File: src/rtl/hilo_muldiv.sv
// HI/LO multiply-divide unit: single-cycle MULT/MULTU and a 32-step restoring
// divider for DIV/DIVU, with MTHI/MTLO writes, pipeline flush and done pulse.
//
// state  | meaning
// -------+-----------------------------------------------------------
// S_IDLE | accepts MULT/MULTU (written same edge), DIV issue, MTHI/MTLO
// S_DIV  | one restoring step per edge, cnt counts completed steps
module hilo_muldiv (
    input  logic        clk,
    input  logic        rst,
    input  logic        start,
    input  logic [1:0]  op,
    input  logic [31:0] a,
    input  logic [31:0] b,
    input  logic        we_hi,
    input  logic        we_lo,
    input  logic [31:0] wdata,
    input  logic        flush,
    output logic [31:0] hi,
    output logic [31:0] lo,
    output logic        busy,
    output logic        done
);

    typedef enum logic {
        S_IDLE = 1'b0,
        S_DIV  = 1'b1
    } state_t;

    state_t      state;
    state_t      state_nx;
    logic [5:0]  cnt;
    logic [31:0] dvs;
    logic [31:0] quo;
    logic [31:0] rem;
    logic        neg_q;
    logic        neg_r;
    logic        dz;

    logic        issue;
    logic        issue_mul;
    logic        issue_div;
    logic        last_step;
    logic        commit;
    logic [63:0] ext_a;
    logic [63:0] ext_b;
    logic [63:0] product;
    logic [31:0] a_abs;
    logic [31:0] b_abs;
    logic [32:0] rem_sh;
    logic [32:0] diff;
    logic        step_ok;
    logic [31:0] rem_step;
    logic [31:0] quo_step;
    logic [31:0] q_fix;
    logic [31:0] r_fix;

    // Issue qualification, multiplier, one restoring step and result fix-up.
    always_comb begin
        issue     = (state == S_IDLE) && start && !flush;
        issue_mul = issue && !op[1];
        issue_div = issue && op[1];
        last_step = (state == S_DIV) && (cnt == 6'd31);
        commit    = last_step && !flush;

        // MULTU zero-extends, MULT sign-extends; the low 64 bits of an
        // unsigned product of the extended operands are correct for both.
        ext_a   = op[0] ? {32'd0, a} : {{32{a[31]}}, a};
        ext_b   = op[0] ? {32'd0, b} : {{32{b[31]}}, b};
        product = ext_a * ext_b;

        a_abs = (!op[0] && a[31]) ? (32'd0 - a) : a;
        b_abs = (!op[0] && b[31]) ? (32'd0 - b) : b;

        // Dividend bits are shifted out of the top of quo while quotient
        // bits are shifted into the bottom.
        rem_sh   = {rem, quo[31]};
        diff     = rem_sh - {1'b0, dvs};
        step_ok  = !diff[32];
        rem_step = step_ok ? diff[31:0] : rem_sh[31:0];
        quo_step = {quo[30:0], step_ok};

        // Divide by zero yields all-ones quotient; the remainder then equals
        // |a| and the sign fix-up restores the raw dividend.
        q_fix = dz ? 32'hFFFF_FFFF : (neg_q ? (32'd0 - quo_step) : quo_step);
        r_fix = neg_r ? (32'd0 - rem_step) : rem_step;

        busy = issue_div || (state == S_DIV);
    end

    // Next-state logic.
    always_comb begin
        state_nx = state;
        case (state)
            S_IDLE: if (issue_div) state_nx = S_DIV;
            S_DIV:  if (flush || last_step) state_nx = S_IDLE;
            default: state_nx = S_IDLE;
        endcase
    end

    // State register.
    always_ff @(posedge clk) begin
        if (rst) state <= S_IDLE;
        else     state <= state_nx;
    end

    // Divider datapath, iteration counter and done pulse.
    always_ff @(posedge clk) begin
        if (rst) begin
            cnt   <= 6'd0;
            dvs   <= 32'd0;
            quo   <= 32'd0;
            rem   <= 32'd0;
            neg_q <= 1'b0;
            neg_r <= 1'b0;
            dz    <= 1'b0;
            done  <= 1'b0;
        end else begin
            done <= commit;
            if (issue_div) begin
                cnt   <= 6'd0;
                dvs   <= b_abs;
                quo   <= a_abs;
                rem   <= 32'd0;
                neg_q <= !op[0] && (a[31] ^ b[31]);
                neg_r <= !op[0] && a[31];
                dz    <= (b == 32'd0);
            end else if (state == S_DIV) begin
                cnt <= cnt + 6'd1;
                quo <= quo_step;
                rem <= rem_step;
            end
        end
    end

    // HI/LO registers: multiply, divide commit, or MTHI/MTLO when idle.
    always_ff @(posedge clk) begin
        if (rst) begin
            hi <= 32'd0;
            lo <= 32'd0;
        end else if (issue_mul) begin
            hi <= product[63:32];
            lo <= product[31:0];
        end else if (commit) begin
            hi <= r_fix;
            lo <= q_fix;
        end else if ((state == S_IDLE) && !start) begin
            if (we_hi) hi <= wdata;
            if (we_lo) lo <= wdata;
        end
    end

endmodule

File: config.mk
export PLATFORM = sky130hd
export DESIGN_NAME = hilo_muldiv
export DESIGN_NICKNAME = d
export VERILOG_FILES = /design/src/rtl/hilo_muldiv.sv
export SDC_FILE = /design/constraint.sdc
export NUM_CORES = 2
export LEC_CHECK = 0
export ABC_CLOCK_PERIOD_IN_PS = 13000
export CAP_MARGIN = 30
export CORE_MARGIN = 8
export CORE_UTILIZATION = 65
export CTS_BUF_LIST = sky130_fd_sc_hd__clkbuf_2 sky130_fd_sc_hd__clkbuf_4 sky130_fd_sc_hd__clkbuf_8
export DETAILED_ROUTE_END_ITERATION = 7
export MAX_ROUTING_LAYER = met4
export PLACE_DENSITY = 0.83
export RECOVER_POWER = 100
export SLEW_MARGIN = 5
export SYNTH_ARGS = -nofsm -noshare
export SYNTH_HDL_FRONTEND = slang
export SYNTH_SLANG_ARGS = --single-unit
File: constraint.sdc
create_clock -name clk -period 13 [get_ports clk]
set_clock_uncertainty 0.05 [all_clocks]
set_input_delay 1.3 -clock clk [delete_from_list [all_inputs] [get_ports clk]]
set_output_delay 1.3 -clock clk [all_outputs]
set_load 0.02 [all_outputs]
After elaboration in Yosys (flattened, before gate mapping)
Cells that the tools add are included.
Cells by class
  bitwise logic cells: 2
  multipliers: 1
  eq/ne operators: 1
  muxes and demuxes: 21
  reductions and logical operators: 25
  add/subtract/negate cells: 6
Operators by type and width (count)
  $mux 32: 16
  $mux 64: 2
  $sub 1x32->32 const A: 4
  $mul 64x64->64: 1
  $sub 33x32->33: 1
  $logic_not 32->1: 1
  $logic_and 1x1->1: 10
  $reduce_bool 3->1: 3
  $add 6x1->6 const B: 1
  $eq 6x5->1 const B: 1
  $logic_not 1->1: 5
  $reduce_and 2->1: 2
  $logic_or 1x1->1: 2
  $mux 1: 2
  $pmux 1 s2: 1
  $reduce_bool 2->1: 1
  $reduce_or 2->1: 1
  $not 1->1: 1
  $xor 1x1->1: 1
Word-level totals
  output and inout port bits: 66
  word-level logic and storage cells: 67
  bits of input ports: 104
  register bits after elaboration: 171

Logic depth before layout (Yosys ltp)
  depth after elaboration: 7
  mapped depth: 37
  gate-level depth less buffers: 33

Least setup slack after synthesis
Ideal clock, no wire load.
  path kind: input to register
  from: in a[31]
  to: reg hi[25]
  library setup time: 0.062 ns
  setup slack: 2.203 ns
  data arrival time: 10.685 ns
  data required time: 12.888 ns
  buffers on the path: 4
  stages: 33
  path through: nor2b_1 -> clkbuf_1 -> clkbuf_1 -> clkbuf_1 -> clkbuf_1 -> nand2_1 -> fa_1 -> inv_1 -> fa_1 -> fa_1 -> inv_1 -> fa_1 -> inv_1 -> fa_1 -> fa_1 -> fa_1 -> fa_1 -> fa_1 -> inv_1 -> fa_1 -> inv_1 -> ha_1 -> a21oi_1 -> o21ai_0 -> a211oi_1 -> a2111oi_0 -> o22ai_1 -> a21oi_1 -> a311oi_1 -> xor2_1 -> a2111oi_0 -> o2111ai_1 -> nand3_1
On the way
  word-level cells in the longest chain between the ends: 3
RTL lines
  start, declared: RTL line 13  | input logic [31:0] a,
  $mux 64: RTL line 68  | ext_a = op[0] ? {32'd0, a} : {{32{a[31]}}, a};
  $mul 64x64->64: RTL line 70  | product = ext_a * ext_b;
  $mux 32: RTL line 141  | end else if (issue_mul) begin
  end signal, assigned: RTL line 142  | hi <= product[63:32];
  end signal, assigned: RTL line 145  | hi <= r_fix;
  end signal, assigned: RTL line 148  | if (we_hi) hi <= wdata;
  end, declared: RTL line 19  | output logic [31:0] hi,
Every way passes these cells.
A chain may end at the register's enable or synchronous reset.

Worst setup path after layout
  from: in b[3]
  to: reg hi[25]
On the way
  word-level cells in the longest chain between the ends: 3
RTL lines
  start, declared: RTL line 14  | input logic [31:0] b,
  $mux 64: RTL line 69  | ext_b = op[0] ? {32'd0, b} : {{32{b[31]}}, b};
  $mul 64x64->64: RTL line 70
  $mux 32: RTL line 141
Every way passes these cells.

==> reports/results.tsv <==
metric	value	unit
cp_common_cell	fa_1	
cp_max_fo	29	
dieWidth	322	um
vias	48090	
finalMaxSlewViolations	320	
fin_area	63900	um2
h-tree-depth	4	
final_util	0.688	
min_to	dvs[31]	
syn-cell-area	60700	um2
ys.flop_type	dfxtp_1	
critPathCaptureType	flop	
maxCapViolCount	8	
routed-wl-met2	84.8	mm
r2r_slack	3.18	ns
final_nets	8573	
track_usage	0.386	
dieHeight	322	um
ctsHoldBuffers	0	
clockBufferDepth	2	
start_kind	input pin	
min_period	12.40	ns
ys_ff_latch	171	
violations	max-capacitance violations, max-slew violations	
hold_violations	0	
post_cts.repair.setup_buffers	0	
ctsResizeCount	0	
whs	0.412	ns
rows	112	
synth_edf_count	0	
max_stage_delay	1.47	ns
vias_per_cell	6.01	
drive_gt1_frac	0.0305	
worstMarginPinSlew	3.37	ns
ios	170	
coreArea	92900	um2
cts.root.buffer_cell	clkbuf_8	
worstHoldStart	dvs[31]	
synth_nets	8656	
worstSetupPathType	in -> reg	
drt_pre_antenna_iters	7	
synth.area.top_cells	fa_1 47%, inv_1 9.7%, ha_1 7.1%	
grt_overflow	0	
clock.fmax	80.6	MHz
grt_pass1_wl	297	mm
drt-met1-wl	71.1	mm
relSlewSlack	-1.25	
dpl_cell_area	63500	um2
required	13.41	ns
antenna_left	0	
yosysTopAreaCellShare	0.468	
whs_path_depth	2	
area_growth	5.24	%
status	complete, but fails checks	
async_flop_share	0	
setup-violations-final	0	
cts_made_buffers	17	
totalWireLength	192	mm
drc	0	
r2r.worst_path.cells	22	
hp-class	reg -> reg	
grt_antenna_before_repair	16	
gp_congestion	1.10	
portBuffers	169	
rsz0062_at_grt	no	
first_global_vias	51038	
cpMaxStageDelayCell	clkbuf_1	
die_area	103000	um2
startpoint	b[3]	
synth_cell_type_count	103	
path_clk_slew	0.10	ns
hpwl	158	mm
r2r-end	hi[30]	
drt_iter0_drc	5004	
initial_core_util	0.653	
yosys.area.top_type	fa_1	
cts_sinks	171	
grt_max_degree	81	
clock_latency	0.52	ns
period_share	0.954	
rr_startpoint	quo[31]	
syn-instance-count	6786	
yosys_warnings	0	
synth-seq-area-share	0.0564	
syn_avg_cell_area	8.95	um2
tns	0	ns
cts_tree	yes	
dr_wl_met3	24.9	mm
arrival	12.81	ns
wl_per_cell	24.0	um
highest_layer	met4	
## Yosys cell counts, drive strengths merged, types with 10 or more instances
master,count
a2111oi,12
a211oi,108
a21o,54
a21oi,182
a221oi,11
a22oi,15
a311oi,24
a31oi,32
and2,607
and3,26
buf,57
clkbuf,336
dfxtp,171
fa,1420
ha,346
inv,1573
mux2i,62
nand2,648
nand2b,25
nand3,46
nand4,17
nor2,273
nor2b,15
nor3,56
nor4,22
o211ai,16
o21a,19
o21ai,118
o21bai,10
o221ai,20
o22ai,12
o31ai,37
o41ai,10
or2,10
or3,23
or4,12
xnor2,165
xor2,84
## per-stage QoR
step,std cells,setup slack [ns]
after floorplan,6786,2.20
after global placement,7926,0.684
after detailed placement,7935,0.448
after CTS,7967,0.980
after global routing,7985,0.285
final,7998,0.599
## flip-flops by register name, summed over array words and instances (netlist names), 6 cells and up
signal and cells:
cnt 6, dvs 32, hi 32, lo 32, quo 32, rem 32
## layout by cell type, fill, tap and decap left out, types with 62 or more instances in the layout
master / Yosys / final
ha_1: 346 / 346
buf_4: 3 / 100
inv_1: 1571 / 1571
xnor2_1: 165 / 165
xor2_1: 84 / 84
clkdlybuf4s50_1: 0 / 89
dfxtp_1: 171 / 170
nand2_1: 648 / 647
dlygate4sd3_1: 0 / 71
fa_1: 1420 / 1420
a211oi_1: 108 / 108
nor2_1: 273 / 272
a21oi_1: 181 / 180
o21ai_0: 114 / 114
and2_1: 606 / 605
mux2i_1: 62 / 62
## kinds of logic (layout without fill, tap and decap cells)
| family | after synthesis | count (layout) | share of synthesized area |
|---|---|---|---|
| other | 0 | 28 | 0 |
| muxes | 66 | 66 | 0.0110 |
| xor gates and xnor gates | 249 | 249 | 0.0359 |
| DFF | 171 | 171 | 0.0564 |
| adders and majority gates | 1769 | 1769 | 0.540 |
| AOI/OAI and AO/OA | 763 | 763 | 0.0866 |
| buffers and inverters | 1967 | 1897 | 0.123 |
| and+or+nand+nor | 1801 | 1801 | 0.148 |
## final cells by class
class	instances	area, um2
Multi-Input combinational cell	4648	49800
Tap cell	1254	1570
Clock buffer	20	263
Inverter	1574	5910
Fill cell	7211	29000
Clock inverter	12	113
Timing Repair Buffer	291	2710
Sequential cell	171	3430
Antenna cell	28	70.1
## how the worst max path moves through the flow
| stage | end | slack, ns | cells past startpoint |
|---|---|---|---|
| 2_1_floorplan | hi[25] | 2.20 | 33 |
| 3_3_place_gp | hi[25] | 0.68 | 30 |
| 3_5_place_dp | hi[25] | 0.45 | 30 |
| 4_1_cts | hi[25] | 0.98 | 30 |
| 5_1_grt | hi[25] | 0.29 | 30 |
| 6_report | hi[25] | 0.60 | 30 |
## critical path, delay by kind of cell
family | cells | cell delay (ns)
buffers and inverters | 7 | 2.58
xor gates and xnor gates | 1 | 0.17
adders and majority gates | 11 | 5.49
AOI/OAI and AO/OA | 6 | 2.17
and+or+nand+nor | 5 | 1.06
## layer usage
metal  track usage  vias up
li1              -    20355
met4         0.177        0
met5             -        -
met3         0.102      664
met1         0.492    24047
met2         0.581     3024
Power is not shown: default switching activity piles up to over one toggle a cycle in this logic, so the estimate is an artifact.
